===== config.mk =====
export PLATFORM = sky130hd
export DESIGN_NAME = multi_channel_freq_controller
export DESIGN_NICKNAME = d
export VERILOG_FILES = /design/src/rtl/multi_channel_freq_controller.sv
export SDC_FILE = /design/constraint.sdc
export NUM_CORES = 1
export LEC_CHECK = 0
export BUFFER_PORTS_ARGS = -buffer_cell sky130_fd_sc_hd__buf_2
export CORE_UTILIZATION = 60
export DETAILED_ROUTE_END_ITERATION = 8
export GPL_TIMING_DRIVEN = 0
export HOLD_SLACK_MARGIN = 0.03
export MAX_ROUTING_LAYER = met4
export PLACE_DENSITY = 0.79
export SYNTH_ARGS = -nofsm -noshare
export SYNTH_HDL_FRONTEND = slang
export SYNTH_SLANG_ARGS = --single-unit

===== constraint.sdc =====
create_clock -name clk -period 4.4 [get_ports clk]
set_input_delay 0.44 -clock clk [delete_from_list [all_inputs] [get_ports clk]]
set_output_delay 0.44 -clock clk [all_outputs]
set_load 0.005 [all_outputs]

===== src/rtl/multi_channel_freq_controller.sv =====
// -----------------------------------------------------------------------------
// multi_channel_freq_controller
//
// Purpose:
//   Push-button frequency setter for NUM_CH independent channels. Four raw
//   active-low keys (up, down, scale, chan) are synchronised, debounced and
//   turned into one-cycle action pulses by a small per-key FSM. Up/down move
//   the selected channel by 10^scale with saturation at 0 and
//   FREQUENCY_RANGE-1; scale cycles the step exponent; chan cycles the
//   selected channel.
//
// Configuration macro:
//   FREQ_CTRL_AUTO_REPEAT_EN - when defined, holding up/down auto-repeats
//   (first repeat after REPEAT_DELAY cycles, then every REPEAT_PERIOD cycles).
//   When undefined, each press yields exactly one action.
//
// Ports:
//   clk           in   single clock
//   reset         in   synchronous, active-high
//   key_up_n      in   raw push-button, active-low, asynchronous
//   key_down_n    in   raw push-button, active-low, asynchronous
//   key_scale_n   in   raw push-button, active-low, asynchronous
//   key_chan_n    in   raw push-button, active-low, asynchronous
//   frequency_out out  NUM_CH*W, channel k at [k*W+W-1 : k*W]
//   sel_freq      out  W, registered frequency of the selected channel
//   sel_chan      out  selected channel index
//   scale_out     out  2, step exponent (step = 1/10/100/1000)
//   update_pulse  out  one-cycle strobe on any frequency/channel/scale change
// -----------------------------------------------------------------------------
module multi_channel_freq_controller #(
  parameter int NUM_CH          = 2,
  parameter int W               = 13,
  parameter int FREQUENCY_RANGE = 8192,
  parameter int DEFAULT_FREQ    = 1000,
  parameter int DEBOUNCE_CYCLES = 500000,
  parameter int REPEAT_DELAY    = 25000000,
  parameter int REPEAT_PERIOD   = 5000000
) (
  input  logic                                            clk,
  input  logic                                            reset,
  input  logic                                            key_up_n,
  input  logic                                            key_down_n,
  input  logic                                            key_scale_n,
  input  logic                                            key_chan_n,
  output logic [NUM_CH*W-1:0]                             frequency_out,
  output logic [W-1:0]                                    sel_freq,
  output logic [((NUM_CH > 1) ? $clog2(NUM_CH) : 1)-1:0] sel_chan,
  output logic [1:0]                                      scale_out,
  output logic                                            update_pulse
);

  localparam int SW  = (NUM_CH > 1) ? $clog2(NUM_CH) : 1;
  localparam int DBW = (DEBOUNCE_CYCLES > 1) ? $clog2(DEBOUNCE_CYCLES + 1) : 1;
  // Arithmetic width: one carry bit above W, but never narrower than the
  // largest step (1000) so the step constant is never truncated.
  localparam int AW  = (W + 1 > 11) ? W + 1 : 11;

  localparam logic [W-1:0] MAX_F = W'(FREQUENCY_RANGE - 1);

  // Key indices
  localparam int K_UP    = 0;
  localparam int K_DOWN  = 1;
  localparam int K_SCALE = 2;
  localparam int K_CHAN  = 3;

  if (NUM_CH < 1 || NUM_CH > 8 || FREQUENCY_RANGE > 2**W ||
      DEFAULT_FREQ >= FREQUENCY_RANGE || DEBOUNCE_CYCLES < 1 ||
      REPEAT_DELAY < 1 || REPEAT_PERIOD < 1) begin : g_bad_cfg
    $error("multi_channel_freq_controller: illegal parameter combination");
  end

`ifdef FREQ_CTRL_AUTO_REPEAT_EN
  typedef enum logic [1:0] {ST_IDLE, ST_HELD, ST_REPEAT} key_state_t;
  localparam int RMAX = (REPEAT_DELAY > REPEAT_PERIOD) ? REPEAT_DELAY : REPEAT_PERIOD;
  localparam int TW   = $clog2(RMAX + 1);
`else
  typedef enum logic {ST_IDLE, ST_HELD} key_state_t;
`endif

  logic [3:0] w_raw;
  logic [3:0] w_act;

  assign w_raw = {key_chan_n, key_scale_n, key_down_n, key_up_n};

  // ---------------------------------------------------------------------------
  // Per-key synchroniser, debouncer and press/repeat FSM
  // ---------------------------------------------------------------------------
  for (genvar k = 0; k < 4; k++) begin : g_key
    localparam bit CAN_REPEAT = (k == K_UP) || (k == K_DOWN);

    logic             r_s1;
    logic             r_s2;
    logic             r_level;   // debounced level, 1 = released
    logic [DBW-1:0]   r_cnt;
    key_state_t       r_state;
    key_state_t       w_state_nx;
    logic             r_act;
    logic             w_act_nx;
`ifdef FREQ_CTRL_AUTO_REPEAT_EN
    logic [TW-1:0]    r_timer;
    logic [TW-1:0]    w_timer_nx;
`endif

    // Counter restarts whenever the synchronised sample agrees with the
    // debounced level, so only an unbroken run of differing samples flips it.
    always_ff @(posedge clk) begin
      if (reset) begin
        r_s1    <= 1'b1;
        r_s2    <= 1'b1;
        r_level <= 1'b1;
        r_cnt   <= '0;
      end else begin
        r_s1 <= w_raw[k];
        r_s2 <= r_s1;
        if (r_s2 == r_level) begin
          r_cnt <= '0;
        end else if (r_cnt == DBW'(DEBOUNCE_CYCLES - 1)) begin
          r_level <= r_s2;
          r_cnt   <= '0;
        end else begin
          r_cnt <= r_cnt + 1'b1;
        end
      end
    end

    always_ff @(posedge clk) begin
      if (reset) begin
        r_state <= ST_IDLE;
        r_act   <= 1'b0;
`ifdef FREQ_CTRL_AUTO_REPEAT_EN
        r_timer <= '0;
`endif
      end else begin
        r_state <= w_state_nx;
        r_act   <= w_act_nx;
`ifdef FREQ_CTRL_AUTO_REPEAT_EN
        r_timer <= w_timer_nx;
`endif
      end
    end

    always_comb begin
      w_state_nx = r_state;
      w_act_nx   = 1'b0;
`ifdef FREQ_CTRL_AUTO_REPEAT_EN
      w_timer_nx = r_timer;
`endif
      case (r_state)
        ST_IDLE: begin
          if (!r_level) begin
            w_state_nx = ST_HELD;
            w_act_nx   = 1'b1;
`ifdef FREQ_CTRL_AUTO_REPEAT_EN
            w_timer_nx = '0;
`endif
          end
        end
        ST_HELD: begin
          if (r_level) begin
            w_state_nx = ST_IDLE;
          end
`ifdef FREQ_CTRL_AUTO_REPEAT_EN
          else if (CAN_REPEAT) begin
            if (r_timer == TW'(REPEAT_DELAY - 1)) begin
              w_state_nx = ST_REPEAT;
              w_act_nx   = 1'b1;
              w_timer_nx = '0;
            end else begin
              w_timer_nx = r_timer + 1'b1;
            end
          end
`endif
        end
`ifdef FREQ_CTRL_AUTO_REPEAT_EN
        ST_REPEAT: begin
          if (r_level) begin
            w_state_nx = ST_IDLE;
          end else if (r_timer == TW'(REPEAT_PERIOD - 1)) begin
            w_act_nx   = 1'b1;
            w_timer_nx = '0;
          end else begin
            w_timer_nx = r_timer + 1'b1;
          end
        end
`endif
        default: w_state_nx = ST_IDLE;
      endcase
    end

    assign w_act[k] = r_act;
  end

  // ---------------------------------------------------------------------------
  // Frequency / channel / scale datapath
  // ---------------------------------------------------------------------------
  logic [W-1:0]  r_freq [NUM_CH];
  logic [SW-1:0] r_sel;
  logic [1:0]    r_scale;
  logic          r_upd;
  logic [W-1:0]  r_sel_freq;

  logic [W-1:0]  w_cur;
  logic [AW-1:0] w_step;
  logic [AW-1:0] w_sum;
  logic [W-1:0]  w_up_val;
  logic [W-1:0]  w_down_val;
  logic [W-1:0]  w_freq_nx;
  logic          w_freq_we;
  logic [SW-1:0] w_sel_nx;
  logic [1:0]    w_scale_nx;
  logic          w_upd;

  assign w_cur = r_freq[r_sel];

  always_comb begin
    case (r_scale)
      2'd0:    w_step = AW'(1);
      2'd1:    w_step = AW'(10);
      2'd2:    w_step = AW'(100);
      default: w_step = AW'(1000);
    endcase
  end

  always_comb begin
    w_sum      = AW'(w_cur) + w_step;
    w_up_val   = (w_sum > AW'(MAX_F)) ? MAX_F : w_sum[W-1:0];
    w_down_val = (AW'(w_cur) < w_step) ? '0 : w_cur - w_step[W-1:0];
  end

  // Only the highest-priority action of a cycle is applied; up and down
  // together cancel. Saturated no-op moves do not strobe update_pulse.
  always_comb begin
    w_freq_nx  = w_cur;
    w_freq_we  = 1'b0;
    w_sel_nx   = r_sel;
    w_scale_nx = r_scale;
    w_upd      = 1'b0;
    if (w_act[K_CHAN]) begin
      if (NUM_CH > 1) begin
        w_sel_nx = (r_sel == SW'(NUM_CH - 1)) ? '0 : r_sel + 1'b1;
        w_upd    = 1'b1;
      end
    end else if (w_act[K_SCALE]) begin
      w_scale_nx = r_scale + 2'd1;
      w_upd      = 1'b1;
    end else if (w_act[K_UP] && !w_act[K_DOWN]) begin
      if (w_cur != MAX_F) begin
        w_freq_nx = w_up_val;
        w_freq_we = 1'b1;
        w_upd     = 1'b1;
      end
    end else if (w_act[K_DOWN] && !w_act[K_UP]) begin
      if (w_cur != '0) begin
        w_freq_nx = w_down_val;
        w_freq_we = 1'b1;
        w_upd     = 1'b1;
      end
    end
  end

  always_ff @(posedge clk) begin
    if (reset) begin
      for (int unsigned i = 0; i < NUM_CH; i++) begin
        r_freq[i] <= W'(DEFAULT_FREQ);
      end
      r_sel      <= '0;
      r_scale    <= '0;
      r_upd      <= 1'b0;
      r_sel_freq <= W'(DEFAULT_FREQ);
    end else begin
      if (w_freq_we) begin
        r_freq[r_sel] <= w_freq_nx;
      end
      r_sel      <= w_sel_nx;
      r_scale    <= w_scale_nx;
      r_upd      <= w_upd;
      // Track the value the selected channel will hold after this edge so
      // sel_freq always agrees with frequency_out and sel_chan.
      r_sel_freq <= w_freq_we ? w_freq_nx : r_freq[w_sel_nx];
    end
  end

  always_comb begin
    frequency_out = '0;
    for (int unsigned i = 0; i < NUM_CH; i++) begin
      frequency_out[i*W +: W] = r_freq[i];
    end
  end

  assign sel_freq     = r_sel_freq;
  assign sel_chan     = r_sel;
  assign scale_out    = r_scale;
  assign update_pulse = r_upd;

endmodule

; Word-level counts from Yosys, hierarchy flattened
; Memories as Yosys holds them, arrays and structs flattened. A register that Yosys moved wholly into a read port is not among the register bits.
; Index checks and enable logic that the tools add are counted.
[totals]
ff_bits = 100
ramBits = 26
input_bits = 6
n_memories = 1
[mem_list]
columns = memory, depth, word_bits, read_ports, rd_ports_with_merged_regs, wr, line
row1 = r_freq, 2, 13, 4, 2, 2, 196  ; logic [W-1:0] r_freq [NUM_CH];
[classes]
n_addsub = 8
n_lt_le_gt_ge = 2
n_eq_ne = 11
n_mux = 32
n_bitwise = 5
reduce_logical = 20
[ops]
columns = operator, count
row1 = 13-bit two-way mux, 9
row2 = 19-bit by 1-bit adder with 19-bit output (second input constant), 4
row3 = 19-bit == test (second input constant), 4
row4 = 10-bit one-hot mux with 3 select lines, 1
row5 = 1-bit two-way mux, 22
row6 = 13-bit by 14-bit adder with 14-bit output, 1
row7 = 14-bit by 13-bit greater-than comparator with 1-bit output (second input constant), 1
row8 = 13-bit by 14-bit less-than comparator with 1-bit output, 1
row9 = 13-bit inequality test (second input constant), 1
row10 = 13-bit nonzero test, 1
row11 = 13-bit OR reduction, 1
row12 = 13-bit subtractor, 1
row13 = 3-bit OR reduction, 4
row14 = 2-bit AND reduction, 5
row15 = 2-bit OR reduction, 4
row16 = 1-bit inverter, 5
row17 = 1-bit == test, 4
row18 = 2-bit by 1-bit adder with 2-bit output (second input constant), 1
row19 = 2-bit by 1-bit == test with 1-bit output (second input constant), 1
row20 = 2-bit == test (second input constant), 1
row21 = 1-bit logical AND, 2
row22 = 1-bit logical NOT, 2
row23 = 2-bit logical NOT, 1
row24 = 1-bit adder (second input constant), 1

; Depth between registers and ports, before layout
; Gate-level depths: netlist of the first run.
[logic_depth]
word_depth = 11
depth_mapped = 16
mapped_depth_nobuf = 14

; Worst setup path after synthesis of the first run
; Ideal clock, no wire load.
[synth_path]
path_kind = flip-flop to flip-flop
from = register r_sel, in the netlist sel_chan
to = memory r_freq[0][3], data pin
setup_ps = 259
arrival_ps = 3444
required_ps = 4141
path_slack_ps = 697
path_stages_with_launch = 17
path_buffers = 6
cell_sequence = dfxtp_1 > buf_6 > buf_8 > buf_4 > clkbuf_1 > mux2_2 > ha_1 > clkbuf_1 > nand2b_1 > o311ai_2 > a2111oi_4 > o21ai_2 > and2_1 > buf_6 > a21oi_2 > a211o_1 > a211o_1
[synth_lines]
columns = element, line
row1 = start: declaration, 197  ; logic [SW-1:0] r_sel;
row2 = start signal: assignment, 274  ; r_sel <= w_sel_nx;
row3 = end: declaration, 196

==> results of run 1 <==
[synthesized netlist by cell type (all sizes together), types with 4 or more instances]
cell and number:
mux2 13, a211oi 5, or2 12, nor4b 5
o211ai 6, edfxtp 26, buf 13, nor4 10
a31oi 4, nor2b 11, o21ai 28, dfxtp 113
clkbuf 17, nand2 70, ha 26, xor2 48
xnor2 36, and3 20, mux2i 15, nand2b 7
a21o 7, nor2 136, or3 7, nand4 13
and2 4, nor3 25, a211o 7, inv 30
nand3 41, o21bai 4, o31ai 5, a21oi 36
[worst reg2reg max path: cells and delay by family, from the launching register on]
| family | cells | cell delay [ps] |
|---|---|---|
| AOI/OAI and AO/OA | 5 | 1650 |
| buffers and inverters | 4 | 800 |
| DFF | 1 | 350 |
| muxes | 1 | 430 |
| and+or+nand+nor | 3 | 440 |
| adders and majority gates | 1 | 290 |
[power by group]
group | leakage (uW) | total (uW) | switching [uW] | internal (uW)
clock | 0.000289 | 1480 | 539 | 939
combinational | 0.00155 | 72.4 | 46.0 | 26.4
sequential | 0.00114 | 1320 | 11.1 | 1310
[per-stage QoR]
| stage | cells | total power [uW] | setup TNS (ps) | hold slack (ps) | cell area, um2 |
|---|---|---|---|---|---|
| after global routing | 1055 | 2945 | 0 | 200.3 | 8368 |
| after detailed placement | 1024 | 1416 | -160.1 | 379.4 | 7765 |
| after floorplan | 830 | 1389 | 0 | 367.3 | 7346 |
| after CTS | 1055 | 2885 | 0 | 199.5 | 8368 |
| after global placement | 1024 | 1414 | -59.56 | 372.4 | 7765 |
| final | 1055 | 2869 | 0 | 205.8 | 8368 |
[path summary, 6_finish.rpt]
path	startpoint	endpoint	slack, ps	cells past startpoint
setup / recovery	sel_chan$_SDFF_PP0_	r_freq[0][5]$_SDFFCE_PN1P_	190	14
hold / removal	key_scale_n	g_key[2].r_s1$_SDFF_PP1_	210	2
setup reg to reg	sel_chan$_SDFF_PP0_	r_freq[0][5]$_SDFFCE_PN1P_	190	14
hold reg to reg	g_key[1].r_state$_SDFF_PP0_	g_key[1].r_act$_SDFF_PP0_	390	1
[cell families (layout without fill, tap and decap cells)]
group | count (synthesis) | after routing | synth area share (%)
buf+inv | 60 | 138 | 3.662
flops | 139 | 139 | 41.42
mux | 28 | 28 | 4.190
compound gates | 120 | 120 | 11.43
simple gates | 371 | 371 | 24.31
fa+ha+maj | 28 | 28 | 4.974
xor+xnor | 84 | 84 | 10.02
[flip-flops by register name (all words and copies together), names as in the netlist]
| register | flops |
|---|---|
| g_key.r_level | 4 |
| scale_out | 2 |
| r_freq | 26 |
| g_key.r_s1 | 4 |
| g_key.r_s2 | 4 |
| sel_chan | 1 |
| g_key.r_state | 4 |
| sel_freq | 13 |
| g_key.r_act | 4 |
| g_key.r_cnt | 76 |
| update_pulse | 1 |
[area by class of cell]
class                      instances  area, um2
multi-input combinational        631       4034
fill                             953       3593
sequential                       139       3043
clock buffer                      18      429.2
timing repair buffer              47      235.2
tap                              147      183.9
clock inverter                    14      177.7
buffer                            29      152.6
inverter                          30      112.6
[metal layers]
metal,vias up,GRT usage (%),share of wire (%)
met2,232,48.89,48
met1,3013,38.34,43
met3,39,6.911,6.4
li1,3010,-,-
met5,-,-,0
met4,0,13.24,2.8
==> summary.txt, run 1 <==
GRT
  – First-pass GRT wire length: 29780 um
  – Initial antenna violation count: 0
  – Grt total ovfl: 0
  – Total Routing Usage GR: 31.01%
  – Vias in the first global route: 6031
  – Largest net degree at the start of global routing: 20

Synth
  – Largest cells by area after synthesis: dfxtp_1 31%, edfxtp_1 11%, nor2_1 6.9%
  – Ys flop type: dfxtp_1
  – Netlist Area Pre-Place: 7346 um2
  – Unique masters post-synth: 72
  – Syn. warnings: 0
  – Syn avg cell area: just under 9 um2
  – Syn Inst Count: 830
  – Synth top area share: 30.80%
  – Async S/R FF share, synth: 0%
  – Post-synth EDFFs: 26
  – Area leader, netlist: dfxtp_1
  – Mapped Nets: between 800 and 900
  – FF+latch count, synth: 139
  – Register area share after synthesis: about two fifths

Floorplan
  – Die ar.: 12690 um2
  – Initial Utilization: between 60% and 70%
  – Die Y: roughly 110 um
  – Site Rows: 40
  – Core area: 11960 um2
  – I/O Pins: 49
  – Die X: ~110 um

Worst hold path
  – Min-Delay Path Class: in2reg

STA
  – Final Critical Period: 4211 ps
  – Tcrit/Tclk final: 95.71%
  – Final WS setup: 188.8 ps
  – RSZ-0062 raised after global routing: false
  – Worst-Margin Slew: 676.4 ps
  – Maximum operating frequency: 0.2375 GHz
  – Clock skew: 8.428 ps
  – Final hold vios: 0
  – Max-slew violations: 0
  – Max-slew headroom: 54.90%
  – Final setup violation count: 0

Detailed routing
  – Remaining DRCs: 0
  – Vias per cell: approximately 6.0
  – Iteration-0 DRC count of the detailed router: 472
  – DR vias: about 6300
  – Number of detailed-route iterations in the first pass: 7
  – Final ANT Viol Nets: 0
  – Routed len/inst: approximately 17 um
  – Final WL: 18140 um

Clock tree
  – CTS tree: done
  – Post-CTS Hold Fix Bufs: 0
  – Clk Latency, worst-skew pair: 430 ps
  – Reg clk slew, reported paths: roughly 60 ps
  – Clk sinks: 139
  – CTS root buf: clkbuf_16
  – Clock buffers created by TritonCTS: 17
  – Clk buf depth: 2
  – Cts repair resizes: 0
  – CTS H-tree lvls: 4
  – Post-CTS setup buffer count: 0

Worst setup path
  – Slowest cell on the critical path: a211oi_2
  – Worst EP arrival: 4360 ps
  – Crit-path cells: buf_6, buf_8, buf_4, mux2_2, ha_1, clkbuf_1, a21o_1, a211oi_2, o211ai_2, a21oi_2, nand2b_1, nor3_1, o22ai_1, nand2_1
  – CP startpoint kind: flop
  – Max incr delay on CP: around 470 ps
  – Req. time, crit path: approximately 4600 ps
  – Worst setup path class: reg2reg
  – Worst setup EP type: flop
  – CP delay by family, top: compound AO/OA/AOI/OAI gates
  – Buf/Inv on CP: 4
  – Crit Path Max Fanout: 19

Pwr
  – Peak VDD IR: 0.3060 mV
  – Cell Pwr Density: ~340 nW/um2
  – P_leak: 0.002979 uW

Final layout
  – Antenna cells: 0
  – Post-Route Utilization: 69.96%
  – Fin nets: 929
  – Fraction of layout cells with a size suffix above 1: between 10 and 15%
  – Area Growth Syn to Fin: 13.92%
  – Commonest non-fill, non-tap cell in the layout: nor2_1
  – Commonest non-fill, non-tap cells in the layout: 135 x nor2_1, 113 x dfxtp_1, 70 x nand2_1, 52 x buf_2, 48 x xor2_1

Run
  – Max_cap viols: 0

Placement
  – DP Wirelength: 13150 um
  – Routability cong.: between 0.9 and 1
  – Pre-CTS WS: -70.21 ps
  – Port bufs: 47

Run status
  – Status: finished clean
(Power assumes the default switching activity.)
==> run 2, diff against run 1 <==
--- a/config.mk
+++ b/config.mk
@@ -10,7 +10,6 @@
 export DETAILED_ROUTE_END_ITERATION = 8
 export GPL_TIMING_DRIVEN = 0
 export HOLD_SLACK_MARGIN = 0.03
-export MAX_ROUTING_LAYER = met4
 export PLACE_DENSITY = 0.79
 export SYNTH_ARGS = -nofsm -noshare
 export SYNTH_HDL_FRONTEND = slang
==> run 2 against run 1 <==
Net effect:
- flip-flop and latch count is the same
- core utilization shrank 0.30 points
- final area is 0.43% lower
- clock power is 8% lower
- critical path depth stayed put
- via count is 0.65% lower
- total power decreased by 4.1%
- first-iteration DRC count fell by 9.7%
- routed wire length shrank 0.51%
- cell count did not move
- critical endpoint unchanged
==> summary.txt, run 2 (same netlist as run 1, synthesis figures left out) <==
Pwr
  – Cell Pwr Density: 330.2 nW/um2 (was 342.8 nW/um2)
  – NetSw: 590.1 uW (was 596.3 uW)
  – Comb pwr share: 2.6% (was 2.5%)
  – P_leak: 0.002963 uW (was 0.002979 uW)
  – Sw Share: 21.45% (was 20.79%)
  – Total chip power: 2751 uW (was 2869 uW)
  – Clock share of power: 49.5% (was 51.5%)
  – Peak VDD IR: 0.4956 mV (was 0.3060 mV)
  – P_int: 2161 uW (was 2272 uW)
  – Flop pwr share: 47.9% (was 46.0%)

Detailed routing
  – Routed len/inst: 17.10 um (was 17.19 um)
  – Vias per cell: 5.927 (was 5.966)
  – Number of detailed-route iterations in the first pass: 6 (was 7)
  – Remaining DRCs: 0 (unchanged)
  – Iteration-0 DRC count of the detailed router: 426 (was 472)
  – DR vias: 6253 (was 6294)
  – Final WL: 18050 um (was 18140 um)
  – Final ANT Viol Nets: 0 (unchanged)

Floorplan
  – Initial Utilization: 61.41% (unchanged)
  – I/O Pins: 49 (unchanged)
  – Die X: 112.7 um (unchanged)
  – Die Y: 112.7 um (unchanged)
  – Die ar.: 12690 um2 (unchanged)
  – Site Rows: 40 (unchanged)
  – Core area: 11960 um2 (unchanged)

Worst setup path
  – Worst setup path class: reg2reg (unchanged)
  – Slowest cell on the critical path: mux2_2 (was a211oi_2)
  – CP startpoint kind: flop (unchanged)
  – Worst setup EP type: flop (unchanged)
  – Req. time, crit path: 4560 ps (was 4550 ps)
  – Crit-path cells: buf_6, buf_8, buf_4, mux2_2, ha_1, clkbuf_1, a21o_1, a211oi_2, o211ai_2, a21oi_2, nand2b_1, nor3_1, o22ai_1, nand2_1 (unchanged)
  – Crit Path Max Fanout: 19 (unchanged)
  – Max incr delay on CP: 410 ps (was 470 ps)
  – Worst EP arrival: 4110 ps (was 4360 ps)

Clock tree
  – Clk buf depth: 2 (unchanged)
  – Clock buffers created by TritonCTS: 17 (unchanged)
  – Post-CTS setup buffer count: 0 (unchanged)
  – Clk Latency, worst-skew pair: 420 ps (was 430 ps)
  – Reg clk slew, reported paths: 60 ps (about the same)
  – Clk sinks: 139 (unchanged)
  – Post-CTS Hold Fix Bufs: 0 (unchanged)
  – CTS tree: done (unchanged)
  – Cts repair resizes: 0 (unchanged)
  – CTS root buf: clkbuf_16 (unchanged)
  – CTS H-tree lvls: 4 (unchanged)

Placement
  – Port bufs: 47 (unchanged)
  – Routability cong.: 0.9622 (was 0.9589)
  – Placed insts: 1024 (unchanged)
  – DP Wirelength: 13230 um (was 13150 um)

GRT
  – First-pass GRT wire length: 29300 um (was 29780 um)
  – M3 GR Usage: 6.857% (was 6.911%)
  – Largest net degree at the start of global routing: 17 (was 20)
  – Global routing's busiest layer: met2 (unchanged)
  – Total Routing Usage GR: 29.69% (was 31.01%)
  – Grt total ovfl: 0 (unchanged)
  – Vias in the first global route: 6068 (was 6031)
  – Initial antenna violation count: 0 (unchanged)
  – Met2 global-route usage: 49.79% (was 48.89%)
  – Met1 usage: 35.85% (was 38.34%)

STA
  – Worst-Margin Slew: 652.8 ps (was 676.4 ps)
  – Final TNS setup: 0 ps (unchanged)
  – Final hold vios: 0 (unchanged)
  – RSZ-0062 raised after global routing: false (unchanged)
  – Maximum operating frequency: 0.2530 GHz (was 0.2375 GHz)
  – Final setup violation count: 0 (unchanged)
  – Tcrit/Tclk final: 89.84% (was 95.71%)
  – Worst hold slack: 216.4 ps (was 205.8 ps)
  – Max-slew headroom: 56.48% (was 54.90%)
  – Max-slew violations: 0 (unchanged)
  – Final Critical Period: 3953 ps (was 4211 ps)
  – Clock skew: 8.442 ps (was 8.428 ps)

Final layout
  – Fin nets: 929 (unchanged)
  – Largest register FFs: 76 (unchanged)
  – Fillers: 903 (was 953)
  – Commonest non-fill, non-tap cell in the layout: nor2_1 (unchanged)
  – Fraction of layout cells with a size suffix above 1: 14.54% (unchanged)
  – Area Growth Syn to Fin: 13.42% (was 13.92%)
  – Antenna cells: 0 (unchanged)
  – Post-Route Utilization: 69.65% (was 69.96%)
  – Top reg by flops: g_key.r_cnt (unchanged)
  – Post-Layout Cell Count: 1055 (unchanged)
  – Commonest non-fill, non-tap cells in the layout: 135 x nor2_1, 113 x dfxtp_1, 70 x nand2_1, 52 x buf_2, 48 x xor2_1 (unchanged)

Run
  – Max_cap viols: 0 (unchanged)

Worst hold path
  – Min-Delay Path Class: in2reg (unchanged)

Run status
  – Status: finished clean (unchanged)
==> run 2: power by group through the flow <==
stage / sequential (uW) / combinational, uW / clock, uW
2_1_floorplan: 1340 / 46.2 / 0
3_3_place_gp: 1340 / 69.0 / 0
3_5_place_dp: 1350 / 70.2 / 0
4_1_cts: 1320 / 71.2 / 1380
5_1_grt: 1320 / 78.9 / 1430
6_report: 1320 / 71.8 / 1360
==> run 2: worst paths after layout <==
| path | slack (ps) | from | endpoint | cells past startpoint |
|---|---|---|---|---|
| max | 450 | sel_chan$_SDFF_PP0_ | r_freq[0][5]$_SDFFCE_PN1P_ | 14 |
| min | 220 | key_scale_n | g_key[2].r_s1$_SDFF_PP1_ | 2 |
| min reg2reg | 400 | g_key[2].r_state$_SDFF_PP0_ | g_key[2].r_act$_SDFF_PP0_ | 1 |
| max reg2reg | 450 | sel_chan$_SDFF_PP0_ | r_freq[0][5]$_SDFFCE_PN1P_ | 14 |
==> run 2: layout make-up <==
cell class	count	area (um2)	area share (%)
plain buffers	29	152.6	1.832
clock buffers	23	479.2	5.752
clock inverters	9	91.34	1.096
inverters	30	112.6	1.352
multi-input cells	631	4034	48.42
flip-flops and latches	139	3043	36.52
well taps	147	183.9	2.208
repair buffers	47	235.2	2.823
==> run 2: per-stage QoR <==
stage	area, um2	setup WS [ps]
after floorplan	7346	696.6
after global placement	7765	108.3
after detailed placement	7765	64.78
after CTS	8335	61.65
after global routing	8332	162.5
final	8332	447.0
==> run 2: per-layer routing <==
metal  routed length [um]  up-vias
li1                     -     3004
met1                 7477     2977
met2                 8759      220
met3                 1100       52
met4                  708        0
met5                    0        -
==> run 2: worst max-delay path: cells and delay by family, from the launching register on <==
kind	cells	cell delay, ps
AO/OA/AOI/OAI	5	1460
AND/OR/NAND/NOR	3	380
buffers and inverters	4	790
adder cells (fa/ha/maj)	1	290
multiplexers	1	410
flip-flops	1	340
==> run 3, diff against run 2 <==
--- a/config.mk
+++ b/config.mk
@@ -6,6 +6,7 @@
 export NUM_CORES = 1
 export LEC_CHECK = 0
 export BUFFER_PORTS_ARGS = -buffer_cell sky130_fd_sc_hd__buf_2
+export CORE_MARGIN = 2
 export CORE_UTILIZATION = 60
 export DETAILED_ROUTE_END_ITERATION = 8
 export GPL_TIMING_DRIVEN = 0
==> run 3 against run 2 <==
Net effect:
- global-route usage shrank 1.8 points
- first-iteration DRC count grew 17%
- largest cell class unchanged
- largest power group unchanged
- clock power grew 3%
- non-clock buffer count is the same
- total power grew 1.5%
==> summary.txt, run 3 (same netlist as run 1, synthesis figures left out) <==
GRT
  – First-pass GRT wire length: 28570 um (was 29300 um)
  – Grt total ovfl: 0 (unchanged)
  – Initial antenna violation count: 0 (unchanged)
  – Total Routing Usage GR: 27.90% (was 29.69%)
  – Vias in the first global route: 5901 (was 6068)
  – Largest net degree at the start of global routing: 20 (was 17)

Floorplan
  – Core area: 11960 um2 (unchanged)
  – Die X: 114.7 um (was 112.7 um)
  – Site Rows: 40 (unchanged)
  – Die Y: 114.7 um (was 112.7 um)
  – I/O Pins: 49 (unchanged)
  – Initial Utilization: 61.41% (unchanged)
  – Die ar.: 13140 um2 (was 12690 um2)

Worst setup path
  – CP Depth: 14 (unchanged)
  – Max incr delay on CP: 440 ps (was 410 ps)
  – Reg-to-reg critical path startpoint: sel_chan$_SDFF_PP0_ (unchanged)
  – Crit Path Max Fanout: 19 (unchanged)
  – Buf/Inv on CP: 4 (unchanged)
  – Reg2reg end: r_freq[0][5]$_SDFFCE_PN1P_ (unchanged)
  – Crit-path cells: buf_6, buf_8, buf_4, mux2_2, ha_1, clkbuf_1, nor3b_1, o31ai_1, o211ai_2, a21oi_2, nand2b_1, nor3_1, o22ai_1, nand2_1 (was buf_6, buf_8, buf_4, mux2_2, ha_1, clkbuf_1, a21o_1, a211oi_2, o211ai_2, a21oi_2, nand2b_1, nor3_1, o22ai_1, nand2_1)
  – Req. time, crit path: 4560 ps (about the same)
  – Worst EP arrival: 4240 ps (was 4110 ps)
  – Worst setup EP type: flop (unchanged)
  – R2R depth: 14 (unchanged)
  – R2R Setup Slk: 320 ps (was 450 ps)
  – CP startpoint kind: flop (unchanged)
  – CP delay by family, top: compound AO/OA/AOI/OAI gates (unchanged)
  – Crit path to: r_freq[0][5]$_SDFFCE_PN1P_ (unchanged)
  – Crit path from: sel_chan$_SDFF_PP0_ (unchanged)
  – Worst setup path class: reg2reg (unchanged)
  – Slowest cell on the critical path: mux2_2 (unchanged)

Clock tree
  – CTS root buf: clkbuf_16 (unchanged)
  – CTS H-tree lvls: 4 (unchanged)
  – CTS tree: done (unchanged)
  – Clk Latency, worst-skew pair: 420 ps (about the same)
  – Reg clk slew, reported paths: 60 ps (about the same)
  – Clk buf depth: 2 (unchanged)
  – Clk sinks: 139 (unchanged)
  – Cts repair resizes: 0 (unchanged)
  – Clock buffers created by TritonCTS: 17 (unchanged)
  – Post-CTS setup buffer count: 0 (unchanged)
  – Post-CTS Hold Fix Bufs: 0 (unchanged)

Placement
  – Port bufs: 47 (unchanged)
  – Pre-CTS WS: -3.576 ps (was 64.78 ps)
  – Routability cong.: 0.9330 (was 0.9622)
  – DP Wirelength: 13140 um (was 13230 um)

STA
  – Final hold vios: 0 (unchanged)
  – Max-slew headroom: 57.11% (was 56.48%)
  – RSZ-0062 raised after global routing: false (unchanged)
  – Clock skew: 10.95 ps (was 8.442 ps)
  – Final WS setup: 320.4 ps (was 447.0 ps)
  – Maximum operating frequency: 0.2451 GHz (was 0.2530 GHz)
  – Max-slew violations: 0 (unchanged)
  – Final setup violation count: 0 (unchanged)
  – Worst hold slack: 207.5 ps (was 216.4 ps)
  – Tcrit/Tclk final: 92.72% (was 89.84%)
  – Final Critical Period: 4080 ps (was 3953 ps)
  – Worst-Margin Slew: 636.6 ps (was 652.8 ps)

Detailed routing
  – Remaining DRCs: 0 (unchanged)
  – Final ANT Viol Nets: 0 (unchanged)
  – Routed len/inst: 17.06 um (was 17.10 um)
  – Number of detailed-route iterations in the first pass: 5 (was 6)
  – Iteration-0 DRC count of the detailed router: 500 (was 426)
  – Vias per cell: 5.855 (was 5.927)
  – Final WL: 18000 um (was 18050 um)
  – DR vias: 6177 (was 6253)

Final layout
  – Top reg by flops: g_key.r_cnt (unchanged)
  – Fraction of layout cells with a size suffix above 1: 14.32% (was 14.54%)
  – Area Growth Syn to Fin: 13.64% (was 13.42%)
  – Largest register FFs: 76 (unchanged)
  – Commonest non-fill, non-tap cell in the layout: nor2_1 (unchanged)
  – Fin nets: 929 (unchanged)
  – Commonest non-fill, non-tap cells in the layout: 135 x nor2_1, 113 x dfxtp_1, 70 x nand2_1, 52 x buf_2, 48 x xor2_1 (unchanged)
  – Antenna cells: 0 (unchanged)
  – Fillers: 926 (was 903)

Run status
  – Status: finished clean (unchanged)

Worst hold path
  – Min-Delay Path Class: in2reg (unchanged)

Pwr
  – P_leak: 0.002963 uW (about the same)
  – Peak VDD IR: 0.3425 mV (was 0.4956 mV)
  – Cell Pwr Density: 334.6 nW/um2 (was 330.2 nW/um2)

Run
  – Max_cap viols: 0 (unchanged)
[run 3: cell type report]
type	count	area, um2	area share, %
Clock inverter	10	142.6	1.709
Sequential cell	139	3043	36.45
Tap cell	147	183.9	2.203
Inverter	30	112.6	1.349
Multi-Input combinational cell	631	4034	48.32
Buffer	29	152.6	1.829
Timing Repair Buffer	47	235.2	2.818
Clock buffer	22	444.2	5.321
[run 3: worst min path at each step]
stage / start / endpoint / slack (ps) / cells after the start
floorplan: g_key[0].r_state$_SDFF_PP0_ / g_key[0].r_act$_SDFF_PP0_ / 370 / 1
global placement: g_key[0].r_state$_SDFF_PP0_ / g_key[0].r_act$_SDFF_PP0_ / 370 / 1
detailed placement: g_key[3].r_state$_SDFF_PP0_ / g_key[3].r_act$_SDFF_PP0_ / 370 / 1
CTS: key_down_n / g_key[1].r_s1$_SDFF_PP1_ / 200 / 2
global route: key_down_n / g_key[1].r_s1$_SDFF_PP1_ / 210 / 2
finish: key_down_n / g_key[1].r_s1$_SDFF_PP1_ / 210 / 2
[run 3: where the power goes]
group | switching, uW | leakage (uW) | internal, uW
registers | 11.1 | 0.00114 | 1310
clock network | 512 | 0.000273 | 891
logic | 45.2 | 0.00155 | 26.6
[run 3: per-stage QoR]
stage / power [uW] / cell area (um2) / setup TNS (ps) / utilization [%] / std cells
2_1_floorplan: 1389 / 7346 / 0 / - / 830
3_3_place_gp: 1414 / 7765 / 0 / 64.92 / 1024
3_5_place_dp: 1416 / 7765 / -3.576 / 64.92 / 1024
4_1_cts: 2807 / 8348 / 0 / 69.79 / 1055
5_1_grt: 2873 / 8348 / 0 / 69.79 / 1055
6_report: 2794 / 8348 / 0 / 69.79 / 1055
[run 3: metal layers]
metal | vias up | part of all wire (%) | global-route usage [%]
li1 | 3000 | - | -
met1 | 2915 | 41 | 32.74
met2 | 214 | 51 | 49.74
met3 | 48 | 5.6 | 5.770
met4 | 0 | 3.2 | 10.98
met5 | - | 0 | 0
